<file path="src/rtl/nibble_add_pkg.sv">
// Shared types and helpers for the nibble-serial adder family.
package nibble_add_pkg;

  localparam int unsigned NIB = 4;

  typedef enum logic [1:0] {
    IDLE = 2'd0,
    ADD  = 2'd1,
    DONE = 2'd2
  } state_t;

  function automatic int unsigned nibbles(input int unsigned width);
    return width / NIB;
  endfunction

endpackage

</file>
<file path="src/rtl/nibble_serial_adder_slice.sv">
// Combinational 4-bit ripple-carry slice shared by every nibble of the serial add.
module nibble_serial_adder_slice
  import nibble_add_pkg::*;
(
  input  logic [NIB-1:0] a,
  input  logic [NIB-1:0] b,
  input  logic           c_in,
  output logic [NIB-1:0] s,
  output logic           c_out
);

  logic [NIB:0] c;

  always_comb begin
    c    = '0;
    s    = '0;
    c[0] = c_in;
    for (int i = 0; i < int'(NIB); i++) begin
      s[i]   = a[i] ^ b[i] ^ c[i];
      c[i+1] = (a[i] & b[i]) | (c[i] & (a[i] ^ b[i]));
    end
    c_out = c[NIB];
  end

endmodule

</file>
<file path="src/rtl/nibble_serial_adder.sv">
// Nibble-serial adder: one 4-bit slice, WIDTH/4 add cycles, registered result and flags.
module nibble_serial_adder #(
  parameter int unsigned WIDTH = 16,
  parameter int unsigned NIB   = 4
) (
  input  logic             Clk,
  input  logic             Reset_n,
  input  logic             Run,
  input  logic [WIDTH-1:0] A_in,
  input  logic [WIDTH-1:0] B_in,
  input  logic             C_in,
  output logic             Ready,
  output logic             Busy,
  output logic             Done,
  output logic [WIDTH-1:0] Sum,
  output logic             C_out,
  output logic             Overflow
);

  import nibble_add_pkg::*;

  localparam int unsigned NIBS  = nibbles(WIDTH);
  localparam int unsigned CNT_W = (NIBS > 1) ? $clog2(NIBS) : 1;
  localparam int unsigned SH_W  = (WIDTH > NIB) ? WIDTH - NIB : 1;
  localparam logic [CNT_W-1:0] LAST = CNT_W'(NIBS - 1);

  state_t state, state_next;

  logic [WIDTH-1:0] a_sh, b_sh;
  logic [SH_W-1:0]  s_sh;
  logic [CNT_W-1:0] cnt;
  logic             cy, a_msb, b_msb;

  logic [NIB-1:0]   slice_s;
  logic             slice_co;
  logic [WIDTH-1:0] s_next;

  nibble_serial_adder_slice u_slice (
    .a     (a_sh[NIB-1:0]),
    .b     (b_sh[NIB-1:0]),
    .c_in  (cy),
    .s     (slice_s),
    .c_out (slice_co)
  );

  // Partial sum grows from the top; after the last nibble it is the full result.
  if (WIDTH > NIB) begin : g_wide
    assign s_next = {slice_s, s_sh};
  end else begin : g_single
    assign s_next = slice_s;
  end

  always_ff @(posedge Clk or negedge Reset_n) begin
    if (!Reset_n) begin
      state <= IDLE;
      Ready <= 1'b1;
      Busy  <= 1'b0;
      Done  <= 1'b0;
    end else begin
      state <= state_next;
      Ready <= (state_next == IDLE);
      Busy  <= (state_next == ADD);
      Done  <= (state_next == DONE);
    end
  end

  always_comb begin
    state_next = state;
    case (state)
      IDLE:    if (Run) state_next = ADD;
      ADD:     if (cnt == LAST) state_next = DONE;
      DONE:    state_next = IDLE;
      default: state_next = IDLE;
    endcase
  end

  // Datapath: operand/partial-sum shifting and result publication on the last nibble.
  always_ff @(posedge Clk or negedge Reset_n) begin
    if (!Reset_n) begin
      a_sh     <= '0;
      b_sh     <= '0;
      s_sh     <= '0;
      cy       <= 1'b0;
      cnt      <= '0;
      a_msb    <= 1'b0;
      b_msb    <= 1'b0;
      Sum      <= '0;
      C_out    <= 1'b0;
      Overflow <= 1'b0;
    end else begin
      case (state)
        IDLE: begin
          if (Run) begin
            a_sh  <= A_in;
            b_sh  <= B_in;
            cy    <= C_in;
            cnt   <= '0;
            a_msb <= A_in[WIDTH-1];
            b_msb <= B_in[WIDTH-1];
          end
        end
        ADD: begin
          a_sh <= a_sh >> NIB;
          b_sh <= b_sh >> NIB;
          s_sh <= s_next[WIDTH-1 -: SH_W];
          cy   <= slice_co;
          cnt  <= cnt + CNT_W'(1);
          if (cnt == LAST) begin
            Sum      <= s_next;
            C_out    <= slice_co;
            Overflow <= (a_msb == b_msb) && (slice_s[NIB-1] != a_msb);
          end
        end
        default: ;
      endcase
    end
  end

endmodule

</file>
<file path="config.mk">
export PLATFORM = sky130hd
export DESIGN_NAME = nibble_serial_adder
export DESIGN_NICKNAME = d
export VERILOG_FILES = /design/src/rtl/nibble_add_pkg.sv /design/src/rtl/nibble_serial_adder_slice.sv /design/src/rtl/nibble_serial_adder.sv
export SDC_FILE = /design/constraint.sdc
export NUM_CORES = 1
export LEC_CHECK = 0
export ABC_AREA = 1
export CAP_MARGIN = 20
export CORE_MARGIN = 10
export CORE_UTILIZATION = 56
export CTS_CLUSTER_SIZE = 28
export DETAILED_ROUTE_END_ITERATION = 10
export HOLD_SLACK_MARGIN = 0.05
export PLACE_DENSITY = 0.84
export RECOVER_POWER = 50
export SYNTH_ARGS = -nofsm -noshare
export SYNTH_HDL_FRONTEND = slang
export SYNTH_SLANG_ARGS = --single-unit
</file>
<file path="constraint.sdc">
create_clock -name Clk -period 6 [get_ports Clk]
set_input_delay 1.8 -clock Clk [delete_from_list [all_inputs] [get_ports Clk]]
set_output_delay 1.8 -clock Clk [all_outputs]
set_load 0.005 [all_outputs]
</file>
==> metrics <==
DRT iter0 DRCs=162; drt first pass iters=4; worst hold path type=reg -> reg; CP Launch Point=Run; mux cell area share after synthesis=0%; DRC Markers=0; critical path peak fanout=37; GPL Wtd Cong=between 0.7 and 0.8; achievable clock frequency=roughly 280 MHz; library cells used by synthesis=17; # rows=27; Synth Area in XOR/XNOR=0%; largest family of logic cells by synthesized area=simple AND/OR/NAND/NOR gates; startpoint class of the critical path=primary input; IO Count=between 50 and 60; status=finished with violations; critical path type=in -> reg; RSZ-0062 raised after global routing=no; Post-CTS Setup Bufs=0; Seq/Total Area, Yosys=approximately 57%; syn_area_per_cell=a little over 8 um^2; DIE HEIGHT=roughly 95 um; post-synthesis cell type with the largest combined area=dfrtp_1; clock skew=0.00988 ns; fin crit period=3.58 ns; Post-layout nets=470; Clock transition at path regs=0.07 ns; CTS tree=built; Setup Viol. Count Final=0; Slew Viols, Final=53; total die area=0.00901 mm^2; commonest non-fill, non-tap cell in the layout=nand2_1; fillers=442; Crit. End Element=flop; Simple-Gate Fraction of Synth Area=28.3%; Async S/R FF share, synth=100%; Synth Area in Compound Gates=under 10%; Area contributors post-synth=dfrtp_1 57%, nand2_1 22%, nand3_1 5.3%, o21ai_0 4.3%, inv_1 2.7%; ANT nets after route=0; Post-CTS Hold Buffers=0; sequential cell area=roughly 0.0018 mm^2; GR Overflow Total=0; Synth top area share=approximately 57%; Die W=between 90 and 100 um; Buffers on Ports=56; Critical Path AT=between 3 and 4 ns; largest net degree at the start of global routing=73; WL per Instance=roughly 13 um; most frequent cells in the layout=187 x nand2_1, 71 x dfrtp_1, 55 x clkdlybuf4s50_1, 33 x nand3_1, 27 x o21ai_0; PD cells=520 mW/mm^2; final WL=about 6700 um; Util after Layout=a little under three quarters; CTS Buf Count=9; Post-synth EDFFs=0; max cap viols=1; Initial Util=between 50% and 60%; Post-DP Area=between 0.003 and 0.004 mm^2; Tot GR Track Use=between 10% and 20%; top_reg_cell synth=dfrtp_1; PostCTS Resize Cnt=0; part of the cycle the worst path needs=59.6%; Static Leak=about 2.0 nW; via count=approximately 2600; hpwl dp=approximately 4400 um; synthesized instance count=about 380; htree depth=3; worst path required time=between 6 and 7 ns; root buf cell=clkbuf_8; antenna violations before repair=0; hold path start=s_sh[3]$_DFFE_PN0P_; CTS sink count=72; Antenna Cells=0; #FFs+latches synth=72; setup TNS=0 ns; Slew HR=-35.6%; vias in the first global route=2553; final hold vios=0; syn_nets=between 400 and 500; Max rail drop VDD=approximately 0.00026 V; design area=around 0.0039 mm^2; Worst-Skew Late Latency=approximately 0.34 ns; Area Growth Syn to Fin=25.0%; share of cells above drive strength 1=under 10%; FF-to-FF Start=state[0]$_DFF_PN0_; DR vias/cell=just over 5; warnings from Yosys=0; Clock Path Buffers=2; Synth Cell Area=0.00314 mm^2; failing checks=capacitance limit, slew limit; first-pass GRT wire length=roughly 11000 um; Worst Tran Pin Value=roughly 2.0 ns; Post-Synth Adder-Cell Area=under 10%; core box area=0.00547 mm^2; multi-input combinational cell area=between 0.001 and 0.0015 mm^2
[cell type report]
cell class	count	share of cell area, %
timing repair buffer	58	14.4
clock inverter	3	1.65
clock buffer	12	3.95
multi-input combinational	263	29.4
inverter	25	2.39
tap	72	2.29
sequential	72	45.9
[critical path: stages]
cell and delay (ns):
clkdlybuf4s50_1 0.58, o21ai_4 0.78, inv_2 0.38, nand2_1 0.18, nand2_1 0.06
[stage by stage]
step	setup WS [ns]	cells	hold slack, ns	total power, W
final	2.42	505	0.468	0.00205
after global routing	2.18	505	0.484	0.00224
after CTS	2.44	505	0.475	0.00207
after detailed placement	2.09	490	0.458	0.00163
after global placement	2.14	490	0.450	0.00159
after floorplan	3.34	379	0.442	0.00135
[layer usage]
metal  GRT usage, %  up-vias  wire length (um)
met3           4.84       16               528
met2           24.8       93              3090
met4           8.85        0               152
li1               -     1272                 -
met5              0        -                 0
met1           18.7     1191              2900
[Yosys cell counts (2+ instances only)]
master      n
fa_1        4
o21ai_1     5
nand3_1    33
o21ai_0    27
inv_2       2
nand2_1   187
clkbuf_1    5
buf_2      12
inv_1      23
dfrtp_1    71
nor2_1      4
[flip-flops by register name (all words and copies together) (netlist names)]
register / cells
Sum: 16
Busy: 1
s_sh: 12
Done: 1
state: 2
Ready: 1
a_msb: 1
b_sh: 16
cy: 1
C_out: 1
cnt: 2
Overflow: 1
a_sh: 16
b_msb: 1
[kinds of logic after synthesis]
group / after synthesis
AOI/OAI and AO/OA: 33
adders and majority gates: 5
buffers and inverters: 44
DFF: 72
and+or+nand+nor: 225
[power breakdown]
part	switching, W	total (W)	leakage, nW	internal, W
sequential	0.000143	0.000843	0.916	0.000700
combinational	0.000452	0.000782	1.00	0.000331
clock	0.000166	0.000420	0.112	0.000254
total	0.000761	0.00205	2.03	0.00128
[path summary, 6_finish.rpt]
| path | to | slack [ns] | cells after the start |
|---|---|---|---|
| min in group asynchronous | Sum[3]$_DFFE_PN0P_ | 1.65 | 2 |
| max | a_sh[5]$_DFFE_PN0P_ | 2.42 | 5 |
| max in group asynchronous | s_sh[9]$_DFFE_PN0P_ | 3.77 | 2 |
| max reg2reg | b_sh[1]$_DFFE_PN0P_ | 2.98 | 6 |
| min | Sum[3]$_DFFE_PN0P_ | 0.47 | 2 |
| min reg2reg | Sum[3]$_DFFE_PN0P_ | 0.47 | 2 |
Power figures use the tool's default switching activity.
